<file path="config.mk">
export PLATFORM = sky130hd
export DESIGN_NAME = uart_rx_framer
export DESIGN_NICKNAME = d
export VERILOG_FILES = /design/src/rtl/uart_rx_framer.sv
export SDC_FILE = /design/constraint.sdc
export NUM_CORES = 1
export LEC_CHECK = 0
export CAP_MARGIN = 40
export CORE_MARGIN = 8
export CORE_UTILIZATION = 35
export CTS_BUF_LIST = sky130_fd_sc_hd__clkbuf_8
export CTS_CLUSTER_SIZE = 10
export DETAILED_ROUTE_END_ITERATION = 10
export SYNTH_ARGS = -nofsm -noshare
export SYNTH_HDL_FRONTEND = slang
export SYNTH_SLANG_ARGS = --single-unit
</file>
<file path="constraint.sdc">
create_clock -name clk -period 3.75 [get_ports clk]
set_input_delay 0.9375 -clock clk [delete_from_list [all_inputs] [get_ports clk]]
set_output_delay 0.9375 -clock clk [all_outputs]
set_load 0.01 [all_outputs]
</file>
<file path="src/rtl/uart_rx_framer.sv">
// 8N1 UART receiver: 2-flop input synchronizer, mid-bit sampling, start-glitch
// rejection and stop-bit framing check. Emits one-cycle axiov / frame_err pulses.
module uart_rx_framer #(
  parameter int CLKS_PER_BIT = 868,
  parameter int HALF_BIT     = CLKS_PER_BIT / 2
) (
  input  logic       clk,
  input  logic       rst_n,
  input  logic       axiid,
  output logic       axiov,
  output logic [7:0] axiod,
  output logic       frame_err,
  output logic       busy
);

  localparam int            CW       = $clog2(CLKS_PER_BIT);
  localparam logic [CW-1:0] BIT_END  = CW'(CLKS_PER_BIT - 1);
  localparam logic [CW-1:0] HALF_END = CW'(HALF_BIT - 1);

  typedef enum logic [2:0] {IDLE, START, DATA, STOP, BRK} state_t;

  state_t        state;
  logic          s1, rxs;
  logic [CW-1:0] cnt;
  logic [2:0]    bit_idx;
  logic [7:0]    sh;

  // Line idles high, so the synchronizer resets to 1 to avoid a false start.
  always_ff @(posedge clk or negedge rst_n) begin
    if (!rst_n) begin
      s1  <= 1'b1;
      rxs <= 1'b1;
    end else begin
      s1  <= axiid;
      rxs <= s1;
    end
  end

  always_ff @(posedge clk or negedge rst_n) begin
    if (!rst_n) begin
      state     <= IDLE;
      cnt       <= '0;
      bit_idx   <= '0;
      sh        <= '0;
      axiov     <= 1'b0;
      axiod     <= 8'h00;
      frame_err <= 1'b0;
    end else begin
      axiov     <= 1'b0;
      frame_err <= 1'b0;
      case (state)
        IDLE: begin
          cnt <= '0;
          if (!rxs) state <= START;
        end
        START: begin
          if (cnt == HALF_END) begin
            cnt     <= '0;
            bit_idx <= '0;
            state   <= rxs ? IDLE : DATA;
          end else begin
            cnt <= cnt + 1'b1;
          end
        end
        DATA: begin
          if (cnt == BIT_END) begin
            sh      <= {rxs, sh[7:1]};
            cnt     <= '0;
            bit_idx <= bit_idx + 1'b1;
            if (bit_idx == 3'd7) state <= STOP;
          end else begin
            cnt <= cnt + 1'b1;
          end
        end
        STOP: begin
          if (cnt == BIT_END) begin
            cnt <= '0;
            if (rxs) begin
              axiod <= sh;
              axiov <= 1'b1;
              state <= IDLE;
            end else begin
              frame_err <= 1'b1;
              state     <= BRK;
            end
          end else begin
            cnt <= cnt + 1'b1;
          end
        end
        BRK: begin
          // Held-low line: wait for a return to idle before re-arming.
          cnt <= '0;
          if (rxs) state <= IDLE;
        end
        default: begin
          cnt   <= '0;
          state <= IDLE;
        end
      endcase
    end
  end

  assign busy = (state != IDLE);

endmodule

</file>
Yosys cells after proc, flatten, opt, wreduce, memory -nomap -nowiden:

Index checks and enable logic that the tools add are counted.

* logic and storage cells: 53
* input port bits: 3
* output and inout bits: 11
* register bits after elaboration: 36

* $add $sub $neg: 2
* muxes and demuxes: 21
* equal/unequal tests: 13
* reduce and logical (&&, ||, !) cells: 8

Operators with widths (number)
* 2-to-1 mux 3 bit: 9
* 2-to-1 mux 10 bit: 2
* case mux 10 bit (2 select lines): 1
* case mux 3 bit (5 select lines): 1
* inequality test 2 bit (second input constant): 6
* adder 10 x 1 -> 10 bit (second input constant): 1
* equality test 10 bit (second input constant): 1
* equality test 10 x 9 -> 1 bit (second input constant): 1
* equality test 3 x 2 -> 1 bit (second input constant): 2
* equality test 3 bit (second input constant): 2
* 2-to-1 mux 1 bit: 6
* case mux 3 bit (2 select lines): 1
* AND reduction 3 bit: 2
* AND reduction 6 bit: 1
* adder 3 x 1 -> 3 bit (second input constant): 1
* equality test 3 x 1 -> 1 bit (second input constant): 1
* logical NOT 3 bit: 1
* nonzero test 3 bit: 1
* 2-to-1 mux 2 bit: 1
* AND reduction 2 bit: 1
* nonzero test 2 bit: 1
* OR reduction 2 bit: 1

Longest topological paths before layout:

Gate-level depths: netlist of run 1.

* depth in word-level cells: 4
* gate-level depth with buffers: 6
* depth with buffers taken out: 6

Worst setup path after synthesis of run 1:

OpenSTA, ideal clock, no wires.

* path kind: flip-flop to output port
* start point: register state[1]
* end point: output port busy
* arrival: 934 ps
* buffers on the path: 1
* path slack: 1879 ps
* stages on the path, launching flop included: 3
* data required time: 2812 ps
* cell sequence: dfrtp_1 clkbuf_1 or3_1

* cells in the longest elaborated chain, start to end: 1

RTL lines
* from (decl): RTL line 22 `state_t state;`
* from (signal assigned): RTL line 60 `state <= rxs ? IDLE : DATA;`
* nonzero test 3 bit: RTL line 103 `assign busy = (state != IDLE);`
* to (decl): RTL line 13 `output logic busy`

No other way between the ends.

Worst setup path in the final report of run 1:

* start point: register state[2]
* end point: output port busy

Same word-level chain as after synthesis.

==> results of run 1 <==
==> worst max-delay path, delay by kind of cell, from the launching register on <==
family	cells	cell delay [ns]
flops	1	0.48
simple gates	1	0.43
buf+inv	1	0.49
==> power by group <==
group          internal, uW  switching [uW]
clock network           165             134
logic                  2.69            7.54
registers               390            1.46
total                   558             143
==> metrics by stage <==
| step | cell area (um^2) | hold slack [ns] |
|---|---|---|
| after floorplan | 1642 | 0.3452 |
| after global routing | 1933 | 0.3649 |
| after detailed placement | 1833 | 0.3468 |
| final | 1933 | 0.3559 |
| after global placement | 1828 | 0.3456 |
| after CTS | 1933 | 0.3572 |
==> how the worst min path moves through the flow <==
| stage | end | cells after the start |
|---|---|---|
| 2_1_floorplan | rxs$_DFF_PN1_ | 0 |
| 3_3_place_gp | rxs$_DFF_PN1_ | 0 |
| 3_5_place_dp | rxs$_DFF_PN1_ | 0 |
| 4_1_cts | rxs$_DFF_PN1_ | 0 |
| 5_1_grt | rxs$_DFF_PN1_ | 0 |
| 6_report | rxs$_DFF_PN1_ | 0 |
==> cell type report <==
cell class / count / share of cell area, %
Inverter: 3 / 0.5825
Clock buffer: 7 / 4.984
Multi-Input combinational cell: 94 / 36.63
Clock inverter: 1 / 0.1942
Tap cell: 54 / 3.495
Timing Repair Buffer: 15 / 7.379
Sequential cell: 36 / 46.73
==> state kept, by name, indices dropped and copies added (netlist names) <==
register and flops:
cnt 10, axiod 8, sh 8, bit_idx 3
state 3, axiov 1, frame_err 1, rxs 1
s1 1
==> cells by family (layout without fill, tap and decap cells) <==
kind of cell,after synthesis,after routing,share of synthesized area [%]
muxes,19,19,12.88
and+or+nand+nor,55,55,19.51
xor gates and xnor gates,8,8,4.268
adders and majority gates,4,4,3.049
DFF,36,36,55.03
AOI/OAI and AO/OA,8,8,3.430
buffers and inverters,7,26,1.829
==> cell usage in the layout (no fill, tap or decap), types with 2 or more instances in the layout <==
cell type / n
nand4b_1: 2
a21oi_1: 2
inv_1: 4
nand4_1: 3
xnor2_1: 5
nand3_1: 7
nand2_1: 9
dfrtp_1: 34
clkbuf_8: 7
dfstp_2: 2
mux2i_1: 2
ha_1: 4
xor2_1: 3
nor2_1: 13
nor3_1: 5
clkdlybuf4s50_1: 13
mux2_2: 17
nor2b_1: 3
==> layer usage <==
layer / part of all wire (%) / GRT usage [%]
met1: 44 / 9.930
met2: 49 / 14.46
met3: 4.6 / 3.122
met4: 1.9 / 4.531
met5: 0 / 0
==> results_tabular.tex, run 1 <==
\begin{tabular}{lr}
\hline
Metric & Value \\
\hline
\multicolumn{2}{l}{\textbf{Synth}} \\
\quad Portion of the post-synthesis area used by sequential elements & 55.03\% \\
\quad Synth warnings & 0 \\
\quad Main flop type after synthesis & dfrtp\_1 \\
\quad Synth top cells by count & 34 x dfrtp\_1, 17 x mux2\_2, 13 x nor2\_1 \\
\quad Synth Instances & 137 \\
\quad Synthesized net count & 144 \\
\quad Post-synthesis cell type with the largest combined area & dfrtp\_1 \\
\quad Proportion of register bits with asynchronous set or reset after synthesis & 100.0\% \\
\quad Post-synthesis sequential element count & 36 \\
\quad Avg Inst Size Synth & 11.98 um\^{}2 \\
\quad Distinct cells, synth & 38 \\
\quad Top cell type's share of synthesized area & 51.83\% \\
\quad Ranking of synthesized cells by area & dfrtp\_1 52\%, mux2\_2 12\%, dfstp\_2 3.2\% \\
\quad Cell with the most instances after synthesis & dfrtp\_1 \\
\quad Number of synthesized flops with an enable pin & 0 \\
\quad Area of the mapped netlist & 1642 um\^{}2 \\
\multicolumn{2}{l}{\textbf{Final layout}} \\
\quad \# nets final & 162 \\
\quad Final non-filler cell total & 210 \\
\quad Sequential standard cell area & 903.4 um\^{}2 \\
\quad Area growth, synth to finish & 17.76\% \\
\quad Share of the core filled with cells & 41.76\% \\
\quad Antenna cells & 0 \\
\quad Share of layout cells above drive strength 1 & 21.15\% \\
\quad Area used by multi-input combinational logic & 708.2 um\^{}2 \\
\quad Filler instances & 446 \\
\multicolumn{2}{l}{\textbf{Worst setup path}} \\
\quad Worst Reg-to-Reg Cells & 5 \\
\quad Kind of start point of the critical path & flip-flop \\
\quad Largest stage delay on the critical path & 0.49 ns \\
\quad FF-to-FF setup slack & 1.87 ns \\
\quad Data arrival time of the critical path & 1.68 ns \\
\quad Cells along the critical path & or3\_1, clkdlybuf4s50\_1 \\
\quad Max FO, Critical Path & 10 \\
\quad Reg2reg end & sh[3]\$\_DFFE\_PN0P\_ \\
\quad WS Path Type & flip-flop to primary output \\
\quad Required arrival time at the worst endpoint & 2.81 ns \\
\quad Critical Path End & busy \\
\quad Slowest cell on the critical path & clkdlybuf4s50\_1 \\
\quad Startpoint of the lowest-slack register-to-register path & cnt[0]\$\_DFF\_PN0\_ \\
\quad Worst setup path startpoint & state[2]\$\_DFFE\_PN0P\_ \\
\quad CP endpoint kind & primary output \\
\multicolumn{2}{l}{\textbf{STA}} \\
\quad Setup-failing EPs final & 0 \\
\quad Final hold vios & 0 \\
\quad Final TNS setup & 0 ns \\
\quad Max\_slew headroom & 68.90\% \\
\quad Fin crit period & 2.622 ns \\
\quad Post-route setup slack & 1.128 ns \\
\quad Slew at the pin closest to its max-slew limit & 0.4655 ns \\
\quad RSZ-0062 raised after global routing & no \\
\quad Final Cycle Share & 69.92\% \\
\quad Highest Clock Rate & 381.4 MHz \\
\quad Clock Skews & 0.006155 ns \\
\quad Total count of max-transition violations in the final report & 0 \\
\multicolumn{2}{l}{\textbf{Detailed routing}} \\
\quad \# DRC & 0 \\
\quad Post-DR vias/cell & 5.086 \\
\quad ANT nets after route & 0 \\
\quad Final Routed Wirelength & 2.929 mm \\
\quad Routed WL per cell & 13.95 um \\
\quad Drt first-iter violations & 63 \\
\quad Drt pass-1 iters & 4 \\
\quad Via count & 1068 \\
\multicolumn{2}{l}{\textbf{Floorplanning}} \\
\quad DIE AREA & 7138 um\^{}2 \\
\quad Effective utilization at floorplan & 35.46\% \\
\quad Rows & 25 \\
\quad Horizontal die dimension & 84.49 um \\
\quad Io pins & 14 \\
\quad Area inside the core boundary & 4629 um\^{}2 \\
\quad Height of the die & 84.49 um \\
\multicolumn{2}{l}{\textbf{Power and ir drop}} \\
\quad Total power draw & 700.9 uW \\
\quad VDD IR-drop max & 238.7 uV \\
\quad Power density cells & 362.6 nW/um\^{}2 \\
\quad Static power due to leakage & 0.0008917 uW \\
\multicolumn{2}{l}{\textbf{Clock network}} \\
\quad Sinks on the clock net & 36 \\
\quad H-tree depth & 2 \\
\quad Hold\_buf cts & 0 \\
\quad Root Driver & clkbuf\_8 \\
\quad Post-CTS Repair Setup Buffers & 0 \\
\quad Quantity of gates resized following cts & 0 \\
\quad Inserted Clock Buffers & 5 \\
\quad CTS tree & yes \\
\quad Clock transition time at the flip-flop clock pins of the worst setup and hold paths & 0.07 ns \\
\quad Clock latency on the worst-skew pair & 0.29 ns \\
\quad Number of buffers on the longest clock path & 2 \\
\multicolumn{2}{l}{\textbf{Run}} \\
\quad \# Max-Cap Violations & 0 \\
\multicolumn{2}{l}{\textbf{Place}} \\
\quad Final Wtd Congestion & 0.8494 \\
\quad Number of placed instances, taps included & 202 \\
\quad Worst setup slack after placement & 1.437 ns \\
\quad DPL Wire Length & 2.032 mm \\
\quad IO buf count & 13 \\
\multicolumn{2}{l}{\textbf{Global routing}} \\
\quad Maximum number of pins on one net before global-route repair & 37 \\
\quad Number of antenna violations at the first check in global routing & 0 \\
\quad First-pass GRT wire length & 5.099 mm \\
\quad Vias in the first global route & 1146 \\
\quad Global route total overflow & 0 \\
\quad GRT Resource Usage Total & 8.843\% \\
\multicolumn{2}{l}{\textbf{Min path}} \\
\quad Start point of the worst hold path & s1\$\_DFF\_PN1\_ \\
\quad Class of the most critical hold timing path & flip-flop to flip-flop \\
\multicolumn{2}{l}{\textbf{Run status}} \\
\quad Run status & completed \\
\hline
\end{tabular}
Power figures use the tool's default switching activity.
==> inputs of run 2 (changes only) <==
Clock period 3.75 ns to 2.2 ns, I/O delays scaled along.
==> run 2 against run 1 <==
  * Critical endpoint unchanged
  * Sequential power rose by 70%
  * Critical path depth unchanged
  * First-iteration DRC count grew 24%
  * Design area is 0.97% higher
  * Count of clock-buffer cells in the layout fell by 1
  * Register-to-register slack worse by 1.6 ns
  * Wire length rose by 3.9%
  * Total power rose by 67%
  * Largest cell class unchanged
==> results_tabular.tex, run 2 (synthesis results as in run 1) <==
\begin{tabular}{lr}
\hline
Metric & Value \\
\hline
\multicolumn{2}{l}{\textbf{Detailed routing}} \\
\quad Met3 wire length & 107 um (-20\%) \\
\quad Final Routed Wirelength & 3.042 mm (+3.9\%) \\
\quad Drt pass-1 iters & 4 (unchanged) \\
\quad ANT nets after route & 0 (unchanged) \\
\quad Highest Signal Layer & met4 \\
\quad Drt first-iter violations & 78 (+24\%) \\
\quad Via count & 1087 (+1.8\%) \\
\quad Detailed-routed wire length on met2 & 1.432 mm (-0.28\%) \\
\quad \# DRC & 0 (unchanged) \\
\quad DRT met1 WL & 1.440 mm (+11\%) \\
\quad Routed WL per cell & 14.28 um (+2.4\%) \\
\quad Post-DR vias/cell & 5.103 (+0.35\%) \\
\multicolumn{2}{l}{\textbf{Clock network}} \\
\quad Inserted Clock Buffers & 5 (unchanged) \\
\quad H-tree depth & 2 (unchanged) \\
\quad Root Driver & clkbuf\_8 \\
\quad Sinks on the clock net & 36 (unchanged) \\
\quad Number of buffers on the longest clock path & 2 (unchanged) \\
\quad CTS tree & yes \\
\quad Post-CTS Repair Setup Buffers & 0 (unchanged) \\
\quad Clock latency on the worst-skew pair & 0.30 ns (about the same) \\
\quad Clock transition time at the flip-flop clock pins of the worst setup and hold paths & 0.08 ns (about the same) \\
\multicolumn{2}{l}{\textbf{Final layout}} \\
\quad Area growth, synth to finish & 18.90\% \\
\quad Filler instances & 467 (+4.7\%) \\
\quad Antenna cells & 0 (unchanged) \\
\quad Sequential standard cell area & 904.6 um\^{}2 (+0.14\%) \\
\quad Top reg by flops & cnt \\
\quad Share of layout cells above drive strength 1 & 23.27\% (+2.1 points) \\
\quad Area used by multi-input combinational logic & 708.2 um\^{}2 (unchanged) \\
\quad Biggest regs & cnt: 10 flops, axiod: 8 flops, sh: 8 flops \\
\quad Number of flip-flops under the largest register name & 10 (unchanged) \\
\quad Commonest cells after routing, fill and taps aside & 33 x dfrtp\_1, 17 x mux2\_2, 13 x nor2\_1 \\
\quad \# nets final & 165 (+1.9\%) \\
\quad Most common cell after layout, fill and taps aside & dfrtp\_1 \\
\multicolumn{2}{l}{\textbf{Global routing}} \\
\quad First-pass GRT wire length & 5.402 mm (+5.9\%) \\
\quad GRT Resource Usage Total & 9.545\% (+0.70 points) \\
\quad Global route total overflow & 0 (unchanged) \\
\quad Vias in the first global route & 1171 (+2.2\%) \\
\quad Maximum number of pins on one net before global-route repair & 37 (unchanged) \\
\quad Number of antenna violations at the first check in global routing & 0 (unchanged) \\
\multicolumn{2}{l}{\textbf{Power and ir drop}} \\
\quad Static power due to leakage & 0.0008958 uW (+0.45\%) \\
\quad Power density cells & 600.4 nW/um\^{}2 (+66\%) \\
\quad VDD IR-drop max & 415.4 uV (+74\%) \\
\quad Total power draw & 1172 uW (+67\%) \\
\multicolumn{2}{l}{\textbf{Floorplanning}} \\
\quad Area inside the core boundary & 4629 um\^{}2 (unchanged) \\
\quad Io pins & 14 (unchanged) \\
\quad Rows & 25 (unchanged) \\
\quad Horizontal die dimension & 84.49 um (unchanged) \\
\quad DIE AREA & 7138 um\^{}2 (unchanged) \\
\quad Height of the die & 84.49 um (unchanged) \\
\quad Effective utilization at floorplan & 35.46\% (unchanged) \\
\multicolumn{2}{l}{\textbf{STA}} \\
\quad Max\_slew headroom & 70.17\% (+1.3 points) \\
\quad Highest Clock Rate & 499.4 MHz \\
\quad RSZ-0062 raised after global routing & no \\
\quad Clock Skews & 0.01255 ns (+0.006391 ns) \\
\quad Total count of max-transition violations in the final report & 0 (unchanged) \\
\quad Final hold slack & 0.3626 ns (+0.006623 ns) \\
\quad Final Cycle Share & 91.03\% \\
\quad Final TNS setup & 0 ns (unchanged) \\
\quad Post-route setup slack & 0.1974 ns (-0.9304 ns) \\
\quad Final hold vios & 0 (unchanged) \\
\quad Slew at the pin closest to its max-slew limit & 0.4474 ns (-0.01810 ns) \\
\quad Setup-failing EPs final & 0 (unchanged) \\
\quad Fin crit period & 2.003 ns \\
\multicolumn{2}{l}{\textbf{Worst setup path}} \\
\quad Required arrival time at the worst endpoint & 1.65 ns (-1.16 ns) \\
\quad Max FO, Critical Path & 11 (+1) \\
\quad Data arrival time of the critical path & 1.45 ns (-0.23 ns) \\
\quad Kind of start point of the critical path & flip-flop \\
\quad CP endpoint kind & primary output \\
\quad WS Path Type & flip-flop to primary output \\
\multicolumn{2}{l}{\textbf{Run status}} \\
\quad Run status & completed \\
\multicolumn{2}{l}{\textbf{Place}} \\
\quad Final Wtd Congestion & 0.8538 (+0.52\%) \\
\quad Worst setup slack after placement & 0.3055 ns (-1.131 ns) \\
\quad DPL Wire Length & 2.157 mm (+6.2\%) \\
\quad IO buf count & 13 (unchanged) \\
\multicolumn{2}{l}{\textbf{Min path}} \\
\quad Class of the most critical hold timing path & flip-flop to flip-flop \\
\multicolumn{2}{l}{\textbf{Run}} \\
\quad \# Max-Cap Violations & 0 (unchanged) \\
\hline
\end{tabular}
## run 2: timing repair
item | in CTS | in global routing
gates resized for setup | 2 | 0
endpoints found under the setup margin | 1 | 0
hold buffers | 0 | 0
## run 2: final timing paths
check | startpoint | endpoint | slack, ns | depth (start not counted)
min in group asynchronous | rst_n | cnt[4]$_DFF_PN0_ | 0.67 | 2
max in group asynchronous | rst_n | s1$_DFF_PN1_ | 1.17 | 2
worst max-delay path | state[1]$_DFFE_PN0P_ | busy | 0.20 | 2
worst min register to register | s1$_DFF_PN1_ | rxs$_DFF_PN1_ | 0.36 | 0
worst min-delay path | s1$_DFF_PN1_ | rxs$_DFF_PN1_ | 0.36 | 0
worst max register to register | cnt[0]$_DFF_PN0_ | sh[4]$_DFFE_PN0P_ | 0.31 | 5
## run 2: layout make-up
class	instances	area share, %
Multi-Input combinational cell	94	36.28
Timing Repair Buffer	18	8.526
Clock inverter	2	0.5769
Sequential cell	36	46.35
Inverter	3	0.5769
Clock buffer	6	4.231
Tap cell	54	3.462
## run 2: metal layers
metal,up-vias,GRT usage (%)
li1,519,-
met1,542,10.88
met2,17,15.53
met3,9,3.220
met4,0,4.854
met5,-,0
## run 2: report_power, final
group          internal, uW  total [uW]  switching, uW
Sequential              665         668           2.58
Combinational          4.58        17.2           12.6
Clock                   250         487            237
Total                   919        1170            253
## run 2: metrics by stage
step	utilization (%)	instances	cell area [um^2]
after floorplan	-	137	1642
after global placement	40.14	205	1858
after detailed placement	40.14	205	1858
after CTS	42.16	213	1952
after global routing	42.16	213	1952
final	42.16	213	1952
## run 2: critical path, stage by stage (launching register included)
cell	delay, ns
dfrtp_2	0.48
or3_1	0.38
dlygate4sd2_1	0.30
